==> src/rtl/instruction_fetch_unit_pkg.sv <==
`default_nettype none
// ============================================================================
// Module      : fetch_pkg
// Description : Shared types and default widths for the fetch stage, the
//               cycle controller and the decoder.
// Revision    : 1.0 - initial release
// ============================================================================
package fetch_pkg;

  // Default bus widths shared with the cycle controller and decoder
  localparam int unsigned DEFAULT_ADDR_W = 8;
  localparam int unsigned DEFAULT_DATA_W = 16;

  // Width of the request timeout counter; it saturates rather than wrapping
  localparam int unsigned COUNT_W = 8;

  // Fetch FSM encoding
  typedef enum logic [1:0] {
    IDLE = 2'b00,
    REQ  = 2'b01,
    ERR  = 2'b10
  } fetch_state_t;

endpackage : fetch_pkg
`default_nettype wire

==> src/rtl/instruction_fetch_unit_if.sv <==
`default_nettype none
// ============================================================================
// Module      : instruction_fetch_unit_if
// Description : Program-memory read channel (req/ack handshake). The fetch
//               unit is the master; program memory is the slave.
// Revision    : 1.0 - initial release
// ============================================================================
interface instruction_fetch_unit_if
  import fetch_pkg::*;
#(
  parameter int unsigned ADDR_W = DEFAULT_ADDR_W,
  parameter int unsigned DATA_W = DEFAULT_DATA_W
);

  logic              mem_req;
  logic [ADDR_W-1:0] mem_addr;
  logic              mem_ack;
  logic [DATA_W-1:0] mem_rdata;

  modport master (
    output mem_req,
    output mem_addr,
    input  mem_ack,
    input  mem_rdata
  );

  modport slave (
    input  mem_req,
    input  mem_addr,
    output mem_ack,
    output mem_rdata
  );

endinterface : instruction_fetch_unit_if
`default_nettype wire

==> src/rtl/instruction_fetch_unit_timeout_timer.sv <==
`default_nettype none
// ============================================================================
// Module      : fetch_timeout_timer
// Description : Counts unanswered request cycles. 'expired' is raised in the
//               enabled cycle that would bring the count up to TIMEOUT, so
//               the FSM leaves REQ after exactly TIMEOUT cycles without ack.
// Revision    : 1.0 - initial release
// ============================================================================
module fetch_timeout_timer
  import fetch_pkg::*;
#(
  parameter int unsigned TIMEOUT = 15
) (
  input  logic clk,
  input  logic reset,
  input  logic clear,
  input  logic enable,
  output logic expired
);

  localparam logic [COUNT_W-1:0] LAST = COUNT_W'(TIMEOUT - 1);
  localparam logic [COUNT_W-1:0] ONE  = COUNT_W'(1);

  logic [COUNT_W-1:0] count_q;
  logic [COUNT_W-1:0] count_d;

  // Next count: clear wins, otherwise count up while enabled and saturate
  always_comb begin
    count_d = count_q;
    if (clear) begin
      count_d = '0;
    end else if (enable && (count_q != '1)) begin
      count_d = count_q + ONE;
    end
  end

  // Count register
  always_ff @(posedge clk or posedge reset) begin
    if (reset) begin
      count_q <= '0;
    end else begin
      count_q <= count_d;
    end
  end

  assign expired = enable && (count_q >= LAST);

endmodule : fetch_timeout_timer
`default_nettype wire

==> src/rtl/instruction_fetch_unit.sv <==
`default_nettype none
// ============================================================================
// Module      : instruction_fetch_unit
// Description : Fetch stage. On a fetch strobe reads one instruction word
//               over the req/ack channel, loads the IR, advances the PC,
//               honours branch redirects and flags a memory timeout.
// Revision    : 1.0 - initial release
// ============================================================================
module instruction_fetch_unit
  import fetch_pkg::*;
#(
  parameter int unsigned ADDR_W   = DEFAULT_ADDR_W,
  parameter int unsigned DATA_W   = DEFAULT_DATA_W,
  parameter int unsigned RESET_PC = 0,
  parameter int unsigned TIMEOUT  = 15
) (
  input  logic                     clk,
  input  logic                     reset,
  input  logic                     fetch_en,
  input  logic                     branch_valid,
  input  logic [ADDR_W-1:0]        branch_target,
  instruction_fetch_unit_if.master mem,
  output logic [DATA_W-1:0]        ir,
  output logic                     ir_valid,
  output logic [ADDR_W-1:0]        pc,
  output logic                     busy,
  output logic                     fetch_err
);

  localparam logic [ADDR_W-1:0] PC_INIT = ADDR_W'(RESET_PC);
  localparam logic [ADDR_W-1:0] PC_STEP = ADDR_W'(1);

  fetch_state_t      state_q, state_d;
  logic [ADDR_W-1:0] pc_q, pc_d;
  logic [ADDR_W-1:0] addr_q, addr_d;
  logic [DATA_W-1:0] ir_q, ir_d;
  logic              ir_valid_q, ir_valid_d;
  logic              pend_valid_q, pend_valid_d;
  logic [ADDR_W-1:0] pend_target_q, pend_target_d;

  logic timer_clear;
  logic timer_en;
  logic timer_expired;

  fetch_timeout_timer #(
    .TIMEOUT (TIMEOUT)
  ) u_timeout_timer (
    .clk     (clk),
    .reset   (reset),
    .clear   (timer_clear),
    .enable  (timer_en),
    .expired (timer_expired)
  );

  // FSM next state plus PC / IR / pending-branch updates
  always_comb begin
    state_d       = state_q;
    pc_d          = pc_q;
    addr_d        = addr_q;
    ir_d          = ir_q;
    ir_valid_d    = 1'b0;
    pend_valid_d  = pend_valid_q;
    pend_target_d = pend_target_q;
    timer_clear   = 1'b0;
    timer_en      = 1'b0;

    case (state_q)
      IDLE: begin
        if (fetch_en) begin
          // A simultaneous redirect becomes the fetch address itself
          state_d      = REQ;
          addr_d       = branch_valid ? branch_target : pc_q;
          timer_clear  = 1'b1;
          pend_valid_d = 1'b0;
        end else if (branch_valid) begin
          pc_d = branch_target;
        end
      end

      REQ: begin
        if (mem.mem_ack) begin
          state_d      = IDLE;
          ir_d         = mem.mem_rdata;
          ir_valid_d   = 1'b1;
          pend_valid_d = 1'b0;
          // A redirect arriving with the ack is the most recent, so it wins
          if (branch_valid) begin
            pc_d = branch_target;
          end else if (pend_valid_q) begin
            pc_d = pend_target_q;
          end else begin
            pc_d = addr_q + PC_STEP;
          end
        end else begin
          timer_en = 1'b1;
          if (branch_valid) begin
            pend_valid_d  = 1'b1;
            pend_target_d = branch_target;
          end
          if (timer_expired) begin
            state_d = ERR;
          end
        end
      end

      ERR: begin
        // Terminal until reset
        state_d = ERR;
      end

      default: begin
        state_d = IDLE;
      end
    endcase
  end

  // State and datapath registers
  always_ff @(posedge clk or posedge reset) begin
    if (reset) begin
      state_q       <= IDLE;
      pc_q          <= PC_INIT;
      addr_q        <= '0;
      ir_q          <= '0;
      ir_valid_q    <= 1'b0;
      pend_valid_q  <= 1'b0;
      pend_target_q <= '0;
    end else begin
      state_q       <= state_d;
      pc_q          <= pc_d;
      addr_q        <= addr_d;
      ir_q          <= ir_d;
      ir_valid_q    <= ir_valid_d;
      pend_valid_q  <= pend_valid_d;
      pend_target_q <= pend_target_d;
    end
  end

  // Status outputs decode straight from the state flop so reset drops them at once
  assign mem.mem_req  = (state_q == REQ);
  assign mem.mem_addr = addr_q;
  assign busy         = (state_q != IDLE);
  assign fetch_err    = (state_q == ERR);
  assign ir           = ir_q;
  assign ir_valid     = ir_valid_q;
  assign pc           = pc_q;

endmodule : instruction_fetch_unit
`default_nettype wire
==> src/flat_wrapper.sv <==
// flat-port wrapper written by rule: the top's interface ports become plain ports
module instruction_fetch_unit_flat import fetch_pkg::*;
#(
  parameter int unsigned ADDR_W   = DEFAULT_ADDR_W,
  parameter int unsigned DATA_W   = DEFAULT_DATA_W,
  parameter int unsigned RESET_PC = 0,
  parameter int unsigned TIMEOUT  = 15
)
  (clk, reset, fetch_en, branch_valid, branch_target, ir, ir_valid, pc, busy, fetch_err, mem_mem_req, mem_mem_addr, mem_mem_ack, mem_mem_rdata);
  instruction_fetch_unit_if #(.ADDR_W(ADDR_W), .DATA_W(DATA_W)) mem_i ();
  input  logic clk;
  input  logic reset;
  input  logic fetch_en;
  input  logic branch_valid;
  input  logic [ADDR_W-1:0] branch_target;
  output logic [DATA_W-1:0] ir;
  output logic ir_valid;
  output logic [ADDR_W-1:0] pc;
  output logic busy;
  output logic fetch_err;
  output wire logic [$bits(mem_i.mem_req)-1:0] mem_mem_req;
  output wire logic [$bits(mem_i.mem_addr)-1:0] mem_mem_addr;
  input wire logic [$bits(mem_i.mem_ack)-1:0] mem_mem_ack;
  input wire logic [$bits(mem_i.mem_rdata)-1:0] mem_mem_rdata;
  assign mem_mem_req = mem_i.mem_req;
  assign mem_mem_addr = mem_i.mem_addr;
  assign mem_i.mem_ack = mem_mem_ack;
  assign mem_i.mem_rdata = mem_mem_rdata;
  instruction_fetch_unit #(.ADDR_W(ADDR_W), .DATA_W(DATA_W), .RESET_PC(RESET_PC), .TIMEOUT(TIMEOUT)) u_core (.clk(clk), .reset(reset), .fetch_en(fetch_en), .branch_valid(branch_valid), .branch_target(branch_target), .mem(mem_i), .ir(ir), .ir_valid(ir_valid), .pc(pc), .busy(busy), .fetch_err(fetch_err));
endmodule
==> config.mk <==
export PLATFORM = sky130hd
export DESIGN_NAME = instruction_fetch_unit_flat
export DESIGN_NICKNAME = d
export VERILOG_FILES = /design/src/rtl/instruction_fetch_unit_pkg.sv /design/src/rtl/instruction_fetch_unit_if.sv /design/src/rtl/instruction_fetch_unit_timeout_timer.sv /design/src/rtl/instruction_fetch_unit.sv /design/src/flat_wrapper.sv
export SDC_FILE = /design/constraint.sdc
export NUM_CORES = 1
export LEC_CHECK = 0
export ABC_AREA = 1
export CORE_MARGIN = 2
export CORE_UTILIZATION = 49
export DETAILED_ROUTE_END_ITERATION = 7
export PLACE_DENSITY = 0.79
export REMOVE_ABC_BUFFERS = 1
export SLEW_MARGIN = 30
export SYNTH_ARGS = -nofsm -noshare
export SYNTH_HDL_FRONTEND = slang
export SYNTH_HIERARCHICAL = 1
export SYNTH_SLANG_ARGS = --single-unit
==> constraint.sdc <==
create_clock -name clk -period 1.82 [get_ports clk]
set_input_delay 0.182 -clock clk [delete_from_list [all_inputs] [get_ports clk]]
set_output_delay 0.182 -clock clk [all_outputs]
set_load 0.02 [all_outputs]
==> Yosys cells after proc, flatten, opt, wreduce, memory -nomap -nowiden <==
Index checks and enable logic that the tools add are counted.
{ "op_classes": {"add_sub_neg": 2, "order_cmp": 1, "n_eq_ne": 8, "muxes": 22, "bitwise_logic": 1, "reduce_logical": 12} }
{ "ops": {"columns": ["cell", "n"], "rows": [
  ["two-way mux 8 bit", 7],
  ["adder 8 x 1 -> 8 bit, second input constant", 2],
  ["case mux 8 bit (2 select lines)", 1],
  ["two-way mux 1 bit", 9],
  ["AND reduction 3 bit", 3],
  ["greater-or-equal comparator 8 x 4 -> 1 bit, second input constant", 1],
  ["inequality test 8 bit, second input constant", 1],
  ["two-way mux 2 bit", 3],
  ["case mux 2 bit (3 select lines)", 1],
  ["AND reduction 2 bit", 3],
  ["nonzero test 2 bit", 3],
  ["inequality test 2 bit, second input constant", 2],
  ["inequality test 3 x 1 -> 1 bit, second input constant", 1],
  ["inequality test 3 x 2 -> 1 bit, second input constant", 1],
  ["equality test 2 x 1 -> 1 bit, second input constant", 1],
  ["equality test 2 bit, second input constant", 1],
  ["logical AND 1 bit", 2],
  ["logical NOT 2 bit", 1],
  ["inequality test 2 x 1 -> 1 bit, second input constant", 1],
  ["case mux 1 bit (2 select lines)", 1],
  ["NOT 1 bit", 1]
]} }
{ "word_totals": {"reg_bits": 52, "inputBits": 29, "out_inout_bits": 36, "wordCells": 54} }

==> Depth between registers and ports, before layout <==
Gate-level depths: netlist (run 1).
{ "logic_depth": {"ltp_word": 6, "ltp_mapped": 9, "depth_no_buf": 9} }

==> Cells and area by module <==
Netlist (run 1), hierarchy kept.
{ "by_module_without_submodules": {"columns": ["mod", "instances", "cells_each", "area_each_um2", "seq_area_each_um2"], "rows": [
  ["instruction_fetch_unit", 1, 258, 2095.8, 1101.1],
  ["fetch_timeout_timer", 1, 80, 539.3, 200.2]
]} }

==> Least setup slack after synthesis (run 1) <==
Ideal clock, no wire load.
{ "synth_timing": {"kind": "reg2reg", "from": "register u_core.state_q[1]", "to": "register u_core.u_timeout_timer.count_q[3]", "setup_time_ps": 117, "arrival_time_ps": 1434, "t_required_ps": 1703, "path_slack_ps": 268, "stages_incl_launch_ff": 10, "n_path_buf": 1, "period_less_slack_ps": 1552, "path_cell_list": "dfrtp_1 > inv_1 > nand2_1 > nor2_2 > buf_4 > inv_1 > nand2_4 > clkinv_4 > nand2_1 > nand2_1"} }
{ "synth_via": {"elab_cells_between_ends": 7, "classes_between": "1 x eq/ne; 3 x mux; 3 x reduce/logical"} }
{ "synth_rtl": {"columns": ["item", "line", "text"], "rows": [
  ["start: declaration", "instruction_fetch_unit.sv:33", "fetch_state_t state_q, state_d;"],
  ["start signal: assignment", "instruction_fetch_unit.sv:128", "state_q <= state_d;"],
  ["logical NOT 2 bit *", "instruction_fetch_unit.sv:67", "case (state_q)"],
  ["two-way mux 1 bit *", "instruction_fetch_unit.sv:67", null],
  ["via u_core.timer_clear", "instruction_fetch_unit.sv:41", "logic timer_clear;"],
  ["two-way mux 8 bit or nonzero test 2 bit (tied branches)", null, null],
  ["end signal: assignment", "instruction_fetch_unit_timeout_timer.sv:42", "count_q <= count_d;"],
  ["end: declaration", "instruction_fetch_unit_timeout_timer.sv:24", "logic [COUNT_W-1:0] count_q;"]
]} }
The timed path passes the listed nets; every way through them passes the cells marked *.
A chain may end at the register's enable or synchronous reset.

==> Worst setup path in the final report (run 1) <==
{ "layout_timing": {"from": "register u_core.addr_q[2] (netlist: u_core/mem.mem_addr[2])", "to": "output port mem_mem_addr[2]"} }
{ "layout_rtl": {"columns": ["item", "line", "text"], "rows": [
  ["start: declaration", "instruction_fetch_unit.sv:35", "logic [ADDR_W-1:0] addr_q, addr_d;"],
  ["start signal: assignment", "instruction_fetch_unit.sv:130", "addr_q <= addr_d;"],
  ["end: declaration", "flat_wrapper.sv:22", "output wire logic [$bits(mem_i.mem_addr)-1:0] mem_mem_addr;"]
]} }
No word-level cell between the ends.

==> flow_summary.json, run 1 <==
{
  "max_freq_mhz": 606,
  "grtUsageTotal_pct": 23.2,
  "crit_type": "reg2out",
  "die_w_um": 77.3,
  "holdWs_ps": 148,
  "h-tree-depth": 2,
  "worstReg2RegEnd": "u_core/u_timeout_timer/count_q[7]",
  "ys_ff_latch": 52,
  "layout.nets": 440,
  "postCtsSetupRepairBufs": 0,
  "worstSetupEndpointType": "primary output",
  "avgViaCountPerCell": 5.17,
  "fin_crit_sh_pct": 90.7,
  "regToRegSetupSlack_ps": 210,
  "synth_edf_count": 0,
  "die_h_um": 77.3,
  "cp_num_buf_inv": 1,
  "io_buffers": 64,
  "post_drt_wl_per_cell_um": 13.8,
  "cp_max_fo": 7,
  "fp.dieArea_um2": 5980,
  "hold_viol": 0,
  "relSlewSlack_pct": 55.1,
  "rsz0062_at_grt": "no",
  "drtPass1Iterations": 6,
  "synth_ff_type": "dfrtp_1",
  "drive_above_1_share_pct": 8.31,
  "rows": 26,
  "worstMarginPinSlew_ps": 669,
  "fin_crit_ps": 1650,
  "critPathLaunch": "u_core/mem.mem_addr[2]",
  "stdcell_count": 479,
  "setup_viol": 0,
  "irDropWorstVdd_v": 0.000958,
  "routabilityCongestion": 0.885,
  "cts-buffers-inserted": 5,
  "cts_tree": "done",
  "netlist_area_um2": 2640,
  "synth_top_area_share_pct": 49.4,
  "yosysUniqueCellTypes": 30,
  "ys_async_sr_fraction_pct": 100,
  "power.total_w": 0.00590,
  "grt_pass1_vias": 2442,
  "cts_root_buf": "clkbuf_8",
  "status": "finished, final reports clean",
  "ys_warn_count": 6,
  "route.detailed.drc": 0,
  "crit_path_max_incr_delay_ps": 670,
  "cts.clk_slew.worst_paths_ps": 100,
  "cpLargestDelayFamily": "buffers and inverters",
  "crit_path_top_delay_cell": "clkdlybuf4s50_1",
  "synth.area.top_cells": "dfrtp_1, nand2_1, nor2_1",
  "ant_nets": 0,
  "post-place-cells": 471,
  "ys_seq_area_share_pct": 49.4,
  "slew_viol_final": 0,
  "cts_hold_buf": 0,
  "syn_to_final_growth_pct": 32.8,
  "p_per_area_nw_per_um2": 1690,
  "crit_path_start_kind": "register",
  "tns_ps": 0,
  "yosysTopAreaCell": "dfrtp_1",
  "cts_buffer_depth": 2,
  "wirelength_um": 6620,
  "cts.sinks": 52,
  "layout_common_cells": "nand2_1, clkdlybuf4s50_1, dfrtp_1, nor2_1, inv_1",
  "core_um2": 5140,
  "maxCapViolCount": 0,
  "clkLatencyLatePin_ps": 310,
  "crit_arrival_ps": 1470,
  "start_util_pct": 51.3,
  "worstRegToRegCells": 8,
  "grt_pass1_wl_um": 11100,
  "antenna_found_initial": 0,
  "n_antenna_cell": 0,
  "cp_cell_sequence": "clkdlybuf4s50_1",
  "fin_skew_ps": 9.80,
  "leakage_nw": 1.68,
  "netlist_instances": 338,
  "vias": 2477,
  "syn_area_per_cell_um2": 7.80,
  "layout_commonest_cell": "nand2_1",
  "endpoint": "mem_mem_addr[2]",
  "worstReg2RegStart": "u_core/state_q[1]",
  "grt_max_degree": 28,
  "overflow": 0,
  "postLayoutSetupSlackWorst_ps": 170,
  "dpl.hpwl_um": 4800,
  "place_ws_ps": 151,
  "cp.depth": 1,
  "hp-class": "in2async",
  "ios": 65,
  "drt_iter0_markers": 158,
  "required_ps": 1640
}
cell type report:
class / instances / area [um2]
Tap cell: 70 / 87.6
Inverter: 33 / 129
Sequential cell: 52 / 1300
Fill cell: 436 / 1640
Timing Repair Buffer: 70 / 698
Clock buffer: 5 / 68.8
Clock inverter: 3 / 46.3
Multi-Input combinational cell: 246 / 1170
power by group:
part | leakage (nW) | switching (W) | internal, W
registers | 0.639 | 0.000458 | 0.00168
clock network | 0.0548 | 0.000395 | 0.000414
logic | 0.988 | 0.00169 | 0.00127
metrics by stage:
step | util, % | area [um2]
final | 68.1 | 3500
after global routing | 68.1 | 3500
after CTS | 67.9 | 3490
after detailed placement | 65.7 | 3380
after global placement | 65.7 | 3380
after floorplan | - | 2590
sequential cells by signal (all words and copies together) (netlist names):
name / flops
u_core/ir: 16
u_core/mem.mem_addr: 8
u_core/pc: 8
u_core/pend_target_q: 8
u_core/u_timeout_timer/count_q: 8
u_core/state_q: 2
u_core/ir_valid: 1
u_core/pend_valid_q: 1
repair_timing:
action	CTS	global route
pin swaps	0	0
setup endpoints to repair	2	7
resized for setup	2	2
gates cloned	0	0
layer usage:
| metal | up-vias | share of wire (%) | track usage [%] |
|---|---|---|---|
| li1 | 1206 | - | - |
| met1 | 1173 | 45 | 31.0 |
| met2 | 87 | 46 | 36.9 |
| met3 | 11 | 7.0 | 5.70 |
| met4 | 0 | 1.6 | 8.57 |
| met5 | - | 0 | 0 |
how the worst min path moves through the flow:
stage | start | end | slack, ps
after global placement | u_core/ir[12] | u_core/ir[12] | 460
after CTS | reset | u_core/u_timeout_timer/count_q[0] | 170
final | reset | u_core/u_timeout_timer/count_q[1] | 150
after floorplan | reset | u_core/u_timeout_timer/count_q[0] | -2
after global routing | reset | u_core/u_timeout_timer/count_q[0] | 180
after detailed placement | u_core/ir[12] | u_core/ir[12] | 470
cells by family (layout without fill, tap and decap cells):
family	after synthesis	count (layout)	synth area share [%]
AOI/OAI and AO/OA	44	44	9.35
xor gates and xnor gates	2	2	0.665
adders and majority gates	3	3	1.42
buffers and inverters	40	111	6.55
DFF	52	52	49.4
muxes	7	7	2.99
and+or+nand+nor	190	190	29.6
synth_stat cells (3+ instances only):
cell type,count
a21oi_1,13
a31oi_1,6
dfrtp_1,52
ha_1,3
inv_1,29
mux2_2,7
nand2_1,118
nand3_1,17
nor2_1,44
nor2_2,3
o21ai_0,15
Power figures use the tool's default switching activity.
==> run 2: changes to the inputs <==
Settings changed: ABC_CLOCK_PERIOD_IN_PS set to 1820, CORE_ASPECT_RATIO set to 1.5.
==> flow_summary.json, run 2 (same netlist as run 1, synthesis figures left out) <==
{
  "n_antenna_cell": 0,
  "die_h_um": 93.8,
  "cts-buffers-inserted": 5,
  "layout_common_cells": "nand2_1, clkdlybuf4s50_1, dfrtp_1, nor2_1, inv_1",
  "setup_viol": 0,
  "start_util_pct": 51.0,
  "drt_iter0_markers": 164,
  "avgViaCountPerCell": 5.10,
  "antenna_found_initial": 0,
  "crit_type": "reg2out",
  "hold_viol": 0,
  "fillerInstances": 415,
  "fin_skew_ps": 8.10,
  "layout.nets": 442,
  "maxCapViolCount": 0,
  "grt_pass1_wl_um": 10400,
  "cp_num_buf_inv": 2,
  "dpl.hpwl_um": 4840,
  "regToRegSetupSlack_ps": 330,
  "wirelength_um": 6340,
  "cts_root_buf": "clkbuf_8",
  "routabilityCongestion": 0.914,
  "worstReg2RegEnd": "u_core/u_timeout_timer/count_q[7]",
  "layout_commonest_cell": "nand2_1",
  "slew_viol_final": 0,
  "status": "finished, final reports clean",
  "rows": 32,
  "overflow": 0,
  "cts.sinks": 52,
  "grt_pass1_vias": 2254,
  "worstSetupEndpointType": "primary output",
  "crit_path_max_incr_delay_ps": 620,
  "fp.dieArea_um2": 5990,
  "post_drt_wl_per_cell_um": 13.2,
  "postCtsSetupRepairBufs": 0,
  "cts_tree": "done",
  "ant_nets": 0,
  "fin_crit_sh_pct": 94.5,
  "required_ps": 1640,
  "cts.clk_slew.worst_paths_ps": 100,
  "cts_buffer_depth": 2,
  "io_buffers": 64,
  "irDropWorstVdd_v": 0.000881,
  "route.detailed.drc": 0,
  "drive_above_1_share_pct": 8.76,
  "die_w_um": 63.9,
  "crit_arrival_ps": 1540,
  "cp_cell_sequence": "inv_2, nor2_4, clkdlybuf4s50_1",
  "vias": 2445,
  "p_per_area_nw_per_um2": 1710,
  "leakage_nw": 1.72,
  "crit_path_start_kind": "register",
  "grt_max_degree": 45,
  "clkLatencyLatePin_ps": 310,
  "grtUsageTotal_pct": 22.4,
  "cpLargestDelayFamily": "buffers and inverters",
  "worstReg2RegStart": "u_core/state_q[1]",
  "max_freq_mhz": 581,
  "h-tree-depth": 2,
  "tns_ps": 0,
  "syn_to_final_growth_pct": 34.0,
  "cp_max_fo": 4,
  "core_um2": 5160,
  "holdWs_ps": 158,
  "worstMarginPinSlew_ps": 431,
  "hp-class": "in2async",
  "fin_crit_ps": 1720,
  "crit_path_top_delay_cell": "clkdlybuf4s50_1",
  "drtPass1Iterations": 4,
  "ios": 65,
  "worstRegToRegCells": 8,
  "relSlewSlack_pct": 71.2,
  "rsz0062_at_grt": "no",
  "largest_reg_flops": 16
}
[run 2: area by class of cell]
class	count	area (um2)	share of cell area, %
sequential	52	1300	36.8
multi-input combinational	246	1160	32.9
timing repair buffer	72	718	20.3
inverter	33	129	3.65
tap	68	85.1	2.41
clock buffer	5	68.8	1.95
clock inverter	3	68.8	1.95
[run 2: how the worst max path moves through the flow]
| stage | start | to | slack (ps) | cells past startpoint |
|---|---|---|---|---|
| after global routing | u_core/state_q[0] | mem_mem_req | 0.9 | 3 |
| final | u_core/state_q[0] | mem_mem_req | 100 | 3 |
| after floorplan | u_core/state_q[1] | u_core/u_timeout_timer/count_q[3] | 90 | 8 |
| after detailed placement | branch_valid | u_core/pc[1] | 150 | 6 |
| after global placement | branch_valid | u_core/pc[1] | 180 | 6 |
| after CTS | u_core/state_q[1] | fetch_err | 40 | 3 |
[run 2: timing repair]
item | 4_1_cts | 5_1_grt
hold buffers | 0 | 0
endpoints found under the setup margin | 0 | 2
resized for setup | 0 | 2
[run 2: where the power goes]
part	switching [W]	leakage [nW]	internal (W)	total [W]
Sequential	0.000439	0.639	0.00168	0.00212
Clock	0.000389	0.0687	0.000553	0.000943
Combinational	0.00166	1.01	0.00130	0.00297
[run 2: layer usage]
layer  vias to the layer above  routed length [um]  global-route usage [%]
met5                         -                   0                       0
met4                         0                 117                    8.51
met3                         9                 276                    3.24
met2                        70                3440                    41.2
met1                      1151                2510                    25.7
li1                       1215                   -                       -
[run 2: metrics by stage]
stage               util (%)  setup slack [ps]  instance area (um2)  total power, W  instances
detailed placement      65.6               153                 3390         0.00512        471
global placement        65.6               182                 3390         0.00505        471
global route            68.4             0.860                 3530         0.00643        479
CTS                     68.3              40.3                 3530         0.00608        479
finish                  68.4               100                 3530         0.00603        479
floorplan                  -              86.0                 2590         0.00379        331
==> run 3: changes to the inputs <==
Settings changed: CORE_UTILIZATION 49 to 51, CTS_BUF_LIST set to sky130_fd_sc_hd__clkbuf_2, PLACE_DENSITY 0.79 to 0.82.
==> flow_summary.json, run 3 (same netlist as run 1, synthesis figures left out) <==
{
  "avgViaCountPerCell": 5.29,
  "drive_above_1_share_pct": 9.69,
  "p_int_w": 0.00308,
  "tns_ps": 0,
  "grtUsageTotal_pct": 24.3,
  "grt_max_degree": 45,
  "status": "finished, final reports clean",
  "maxCapViolCount": 0,
  "core_um2": 5040,
  "relSlewSlack_pct": 62.0,
  "postLayoutSetupSlackWorst_ps": 69.4,
  "leakage_nw": 1.67,
  "layout_common_cells": "nand2_1, clkdlybuf4s50_1, dfrtp_1, nor2_1, inv_1",
  "crit_path_start_kind": "register",
  "h-tree-depth": 2,
  "overflow": 0,
  "dpl.hpwl_um": 5070,
  "final_area_um2": 3450,
  "wirelength_um": 6790,
  "io_buffers": 64,
  "fin_skew_ps": 13.5,
  "fillerInstances": 445,
  "comb_power_share_pct": 53.5,
  "cp_num_buf_inv": 1,
  "holdWs_ps": 247,
  "crit_path_max_incr_delay_ps": 640,
  "place_ws_ps": 126,
  "cp_max_fo": 5,
  "cts.sinks": 52,
  "cpLargestDelayFamily": "buffers and inverters",
  "p_per_area_nw_per_um2": 1630,
  "syn_to_final_growth_pct": 30.8,
  "rows": 32,
  "rsz0062_at_grt": "no",
  "ant_nets": 0,
  "die_w_um": 62.7,
  "max_freq_mhz": 571,
  "largest_reg_flops": 16,
  "grt_pass1_vias": 2461,
  "worstSetupEndpointType": "primary output",
  "setup_viol": 0,
  "cp_cell_sequence": "clkdlybuf4s50_1",
  "hp-class": "in2reg",
  "route.detailed.drc": 0,
  "drtPass1Iterations": 4,
  "hold_viol": 0,
  "crit_arrival_ps": 1570,
  "grt_pass1_wl_um": 11100,
  "die_h_um": 92.0,
  "ios": 65,
  "cts.clk_slew.worst_paths_ps": 260,
  "n_antenna_cell": 0,
  "layout.nets": 444,
  "routabilityCongestion": 0.902,
  "cts_root_buf": "clkbuf_2",
  "crit_path_top_delay_cell": "clkdlybuf4s50_1",
  "post_dp_cell_area_um2": 3360,
  "layout_commonest_cell": "nand2_1",
  "antenna_found_initial": 0,
  "crit_type": "reg2out",
  "cts-buffers-inserted": 5,
  "start_util_pct": 52.2,
  "drt_iter0_markers": 206,
  "clkLatencyLatePin_ps": 430,
  "fin_crit_sh_pct": 96.2,
  "cts_tree": "done",
  "worstMarginPinSlew_ps": 570,
  "p_clk_share_pct": 8.2,
  "fp.dieArea_um2": 5770,
  "fin_crit_ps": 1750,
  "irDropWorstVdd_v": 0.000939,
  "required_ps": 1640,
  "slew_viol_final": 0,
  "power.share.sequential_pct": 38.3,
  "cts_buffer_depth": 2,
  "vias": 2543,
  "p_sw_w": 0.00253,
  "post_drt_wl_per_cell_um": 14.1,
  "swShare_pct": 45.1
}
-- run 3: changes by cell type in the layout (fill, tap and decap cells not counted), sizes merged, moves of 2 or more --
cell | previous run | this run
bufinv | 2 | 0
dlymetal6s2s | 2 | 0
clkinv | 2 | 5
dlygate4sd2 | 0 | 3
-- run 3: cell type report --
class / instances / area, um2 / area share, %
flip-flops and latches: 52 / 1310 / 37.9
multi-input cells: 246 / 1170 / 33.9
repair buffers: 74 / 714 / 20.7
inverters: 33 / 129 / 3.74
well taps: 68 / 85.1 / 2.47
clock buffers: 5 / 25.0 / 0.726
clock inverters: 3 / 18.8 / 0.545
-- run 3: metrics by stage --
stage | total power [W] | instances | utilization [%]
after detailed placement | 0.00511 | 469 | 66.6
after global routing | 0.00599 | 481 | 68.3
after floorplan | 0.00379 | 331 | -
final | 0.00560 | 481 | 68.3
after CTS | 0.00555 | 478 | 67.6
after global placement | 0.00501 | 469 | 66.6
-- run 3: metal layers --
layer  wire (um)  GRT usage, %  up-vias  part of all wire (%)
li1            -             -     1219                     -
met1        2490          26.0     1205                    37
met2        3770          46.1       97                    56
met3         319          3.44       22                   4.7
met4         212          11.9        0                   3.1
met5           0             0        -                     0
-- run 3: path summary, 6_finish.rpt --
kind,start,endpoint,slack [ps],depth (start not counted)
setup / recovery,u_core/mem.mem_addr[5],mem_mem_addr[5],70,1
hold / removal,mem_mem_rdata[15],u_core/ir[15],250,3
setup reg to reg,u_core/state_q[1],u_core/u_timeout_timer/count_q[7],210,8
hold reg to reg,u_core/ir[6],u_core/ir[6],520,2
max in group asynchronous,reset,u_core/mem.mem_addr[0],660,4
min in group asynchronous,reset,u_core/u_timeout_timer/count_q[0],540,3
-- run 3: power groups by stage --
| stage | clock network (W) | logic (W) | registers, W |
|---|---|---|---|
| after floorplan | 0 | 0.00132 | 0.00247 |
| after global placement | 0 | 0.00287 | 0.00214 |
| after detailed placement | 0 | 0.00295 | 0.00216 |
| after CTS | 0.000480 | 0.00294 | 0.00213 |
| after global routing | 0.000515 | 0.00326 | 0.00221 |
| final | 0.000462 | 0.00299 | 0.00215 |
-- run 3: timing repair --
action,in CTS,in global routing
pin swaps,0,1
gates resized for setup,3,4
hold endpoints to repair,8,0
hold buffers,1,0
gates cloned,0,0
buffers inserted,0,3
endpoints found under the setup margin,3,9
==> edit 1, RTL diff (config.mk and constraints of run 3) <==
`addr_q` and `ir_q` no longer have a reset.
--- a/src/rtl/instruction_fetch_unit.sv
+++ b/src/rtl/instruction_fetch_unit.sv
@@ -119,20 +119,21 @@
     if (reset) begin
       state_q       <= IDLE;
       pc_q          <= PC_INIT;
-      addr_q        <= '0;
-      ir_q          <= '0;
       ir_valid_q    <= 1'b0;
       pend_valid_q  <= 1'b0;
       pend_target_q <= '0;
     end else begin
       state_q       <= state_d;
       pc_q          <= pc_d;
-      addr_q        <= addr_d;
-      ir_q          <= ir_d;
       ir_valid_q    <= ir_valid_d;
       pend_valid_q  <= pend_valid_d;
       pend_target_q <= pend_target_d;
     end
+  end
+
+  always_ff @(posedge clk) begin
+    addr_q <= addr_d;
+    ir_q   <= ir_d;
   end
 
   // Status outputs decode straight from the state flop so reset drops them at once
Formal check against the unedited RTL: not equivalent (Yosys sat finds a counterexample within 4 cycles, from zero or initial values and one cycle with reset high).
==> edit 1 against run 3 <==
- power fell by 18%
- synthesized area fell by 3.8%
- cell count fell by 12%
- sequential cell count did not move
- wire length fell by 11%
- final area fell by 2.5%
- worst hold slack got worse by 0.016 ns
- setup slack barely moved
- highest routed layer unchanged
==> edit 1: results (changes against run 3) <==
run_status:
  outcome: "finished, final reports clean"
timing:
  max_freq_mhz: 571  # about the same
  finClkSkew_ns: 0.0280  # +0.0144 ns
yosys:
  synth-adder-area-share_pct: 1.48  # +0.056 points
  seq_area_frac_synth_pct: 56.1  # +6.7 points
  ys_async_sr_fraction_pct: 53.8  # -46 points
finish:
  fill_cells: 393  # -12%
  final_util_pct: 69.9  # +1.6 points
  final_layout_size_suffix_gt1_share_pct: 10.9  # +1.2 points
  multi_input_area_um2: 951  # -19%
  signal_buffers: 75  # +1.4%
  syn_to_final_growth_pct: 32.6
  inverters: 32  # -3.0%
  clkCellAreaFrac_pct: 1.60  # +0.33 points
cts:
  insertion_delay_ns: 0.47  # +0.04 ns
route:
  via_per_inst: 5.26  # -0.46%
  vias: 2226  # -12%
  drt_iter0_drc: 129  # -37%
  drt-total-wl_um: 6070  # -11%
placed_design:
  post_dp_cell_area_mm2: 0.00326  # -3.0%
critical_path:
  r2r_start: "u_core/state_q[0]$_DFFE_PP0P_"
  r2r-end: "u_core/pc[5]$_DFFE_PP0P_"
  r2r_slack_ns: 0.25  # +0.04 ns
  path_max_fanout: 4  # -1
worst_hold_path:
  min_from: "mem_mem_rdata[1]"
  hold_end: "u_core/ir[1]$_DFFE_PP_"
grt:
  grtUsageTotal_pct: 23.0  # -1.3 points
  grt_max_degree: 21  # -53%
==> edit 1: cell count changes after synthesis, moves of 2 or more <==
| cell | run 3 | this run |
|---|---|---|
| mux2_4 | 0 | 6 |
| mux2_2 | 7 | 0 |
| clkbuf_1 | 2 | 0 |
| nand2_1 | 118 | 75 |
| dfrtp_1 | 52 | 28 |
| a31oi_1 | 6 | 0 |
| edfxtp_1 | 0 | 24 |
| nor2_1 | 44 | 42 |
| nand3_1 | 17 | 15 |
==> edit 1: per-layer routing <==
layer | vias to the layer above | wire length, um | share of wire [%] | global-route usage (%)
met2 | 90 | 3250 | 54 | 39.9
li1 | 1057 | - | - | -
met4 | 0 | 200 | 3.3 | 10.1
met3 | 21 | 317 | 5.2 | 6.02
met5 | - | 0 | 0 | 0
met1 | 1058 | 2300 | 38 | 25.0
==> edit 1: where the power goes <==
part	total, mW	switching (mW)	internal, mW
Clock	0.534	0.416	0.117
Combinational	2.13	1.22	0.913
Sequential	1.93	0.280	1.65
Total	4.59	1.92	2.68
==> edit 2, RTL diff (settings of run 3) <==
Made on the original files. Change the package constant `COUNT_W` from 8 to 7.
--- a/src/rtl/instruction_fetch_unit_pkg.sv
+++ b/src/rtl/instruction_fetch_unit_pkg.sv
@@ -12,7 +12,7 @@
   localparam int unsigned DEFAULT_DATA_W = 16;
 
   // Width of the request timeout counter; it saturates rather than wrapping
-  localparam int unsigned COUNT_W = 8;
+  localparam int unsigned COUNT_W = 7;
 
   // Fetch FSM encoding
   typedef enum logic [1:0] {
Formal check against the unedited RTL: no difference found for any inputs over 10 cycles, from zero or initial values and one cycle with reset high; that may be too few to reach the edited logic, so the function may still have changed.
==> edit 2 against run 3 <==
- sequential cell count shrank 1
- register-to-register slack improved by 0.06 ns
- clock skew is essentially flat
- combinational power is 7.0% lower
- cell count decreased by 5.2%
- synthesized area shrank 4.2%
- final area decreased by 2.3%
- clock power up 56%
- critical endpoint is now mem_mem_addr[2]
- first-iteration DRC count fell by 13%
- wire length decreased by 8.5%
- sequential share of layout area rose by 0.19 points
- power fell by 1.2%
- setup slack improved by 0.022 ns
- largest cell class unchanged
==> edit 2: results (changes against run 3) <==
pwr:
  leakage_nw: 1.63  # -2.3%
  vdd_drop_max_mv: 0.826  # -12%
timing:
  hold_viol: 0  # unchanged
  worst_slew_pin_slew_ns: 0.477  # -0.0936 ns
  finClkSkew_ns: 0.0136  # +0.0000816 ns
placed_design:
  io_buffers: 64  # unchanged
  hpwl_um: 4630  # -8.7%
  gp_congestion: 0.951  # +5.4%
  post_dp_cell_area_mm2: 0.00326  # -2.9%
  pre_cts_slack_ns: 0.219  # +0.0923 ns
critical_path:
  crit_path_top_delay_cell: "clkdlybuf4s50_1"
  crit_arrival_ns: 1.55  # -0.02 ns
  path_max_fanout: 7  # +2
  critPathTopFamily: "buffers and inverters"
  max_stage_delay_ns: 0.62  # -0.02 ns
yosys:
  synthTopCellsByCount: "nand2_1, dfrtp_1, nor2_1, inv_1, nand3_1"
  yosys-top-cells-area: "dfrtp_1, nand2_1, nor2_1"
  synth.distinct_cells: 28  # -6.7%
  seq_area_frac_synth_pct: 50.5  # +1.2 points
  synth_warnings: 6  # unchanged
route:
  drt_first_pass_iters: 4  # unchanged
  drt_iter0_drc: 180  # -13%
  drt-total-wl_um: 6210  # -8.5%
  via_per_inst: 5.24  # -0.95%
grt:
  first_global_vias: 2274  # -7.6%
  grt_pass1_wl_um: 10200  # -7.6%
  grtUsageTotal_pct: 24.2  # -0.11 points
  grt_antenna_before_repair: 0  # unchanged
worst_hold_path:
  holdCritPathClass: "primary input to flop"
cts:
  clockBufferDepth: 2  # unchanged
  numCtsBuffers: 5  # unchanged
  ctsHtreeMaxLevel: 2  # unchanged
  post-cts-setup-buffers: 0  # unchanged
  clk_pin_slew_worst_paths_ns: 0.25
  insertion_delay_ns: 0.43  # about the same
finish:
  antenna_cells: 0  # unchanged
  final_layout_size_suffix_gt1_share_pct: 8.97  # -0.71 points
  nNetsFinal: 421  # -5.2%
  largest_reg_flops: 16  # unchanged
run_status:
  outcome: "finished, final reports clean"
-- edit 2: changes by cell type after synthesis, sizes merged, moves of 2 or more --
cell / delta
nand3: +2
o21ai: -2
nand2: -14
inv: -3
-- edit 2: metal layers --
| layer | GRT usage, % | vias up | routed length [um] |
|---|---|---|---|
| li1 | - | 1148 | - |
| met1 | 28.0 | 1101 | 2210 |
| met2 | 40.8 | 117 | 3320 |
| met4 | 12.2 | 0 | 248 |
| met3 | 4.60 | 22 | 440 |
| met5 | 0 | - | 0 |
-- edit 2: worst paths after layout --
kind / from / endpoint / slack, ns / cells past startpoint
min: mem_mem_rdata[10] / u_core/ir[10]$_DFFE_PP0P_ / 0.25 / 3
min in group asynchronous: reset / u_core/u_timeout_timer/count_q[1]$_DFFE_PP0P_ / 0.54 / 3
max: u_core/mem.mem_addr[2]$_DFFE_PP0P_ / mem_mem_addr[2] / 0.09 / 1
min reg2reg: u_core/ir[8]$_DFFE_PP0P_ / u_core/ir[8]$_DFFE_PP0P_ / 0.51 / 2
max in group asynchronous: reset / u_core/mem.mem_addr[3]$_DFFE_PP0P_ / 0.93 / 4
max reg2reg: u_core/state_q[1]$_DFFE_PP0P_ / u_core/u_timeout_timer/count_q[0]$_DFFE_PP0P_ / 0.27 / 8
-- edit 2: repair_timing --
action                                 in CTS  in global routing
setup endpoints to repair                   4                  3
hold buffers                                1                  0
endpoints found under the hold margin       7                  0
resized for setup                           4                  3
-- edit 2: kinds of logic after synthesis --
family	synth area share, %
compound gates	8.87
xor+xnor	1.04
fa+ha+maj	1.49
buf+inv	6.24
flops	50.5
mux	3.12
simple gates	28.7
-- edit 2: metrics by stage --
stage / hold slack, ns / total power, mW / instances
2_1_floorplan: -0.0146 / 3.56 / 310
6_report: 0.245 / 5.54 / 456
5_1_grt: 0.192 / 5.92 / 456
3_5_place_dp: 0.464 / 4.84 / 447
3_3_place_gp: 0.462 / 4.77 / 447
4_1_cts: 0.220 / 5.55 / 456
-- edit 2: layout make-up --
cell class,instances,area (um^2)
clock buffer,6,30.0
clock inverter,2,60.1
fill,411,1440
inverter,29,109
multi-input combinational,230,1090
sequential,51,1280
tap,66,82.6
timing repair buffer,72,712
-- edit 2: power breakdown --
group	internal, mW	leakage, nW	switching (mW)
logic	1.21	0.955	1.57
registers	1.62	0.622	0.413
clock network	0.375	0.0532	0.346
-- edit 2: worst reg2reg max path, delay by kind of cell, from the launching register on --
kind | cells | cell delay, ns
buffers and inverters | 2 | 0.21
and+or+nand+nor | 6 | 0.81
DFF | 1 | 0.46
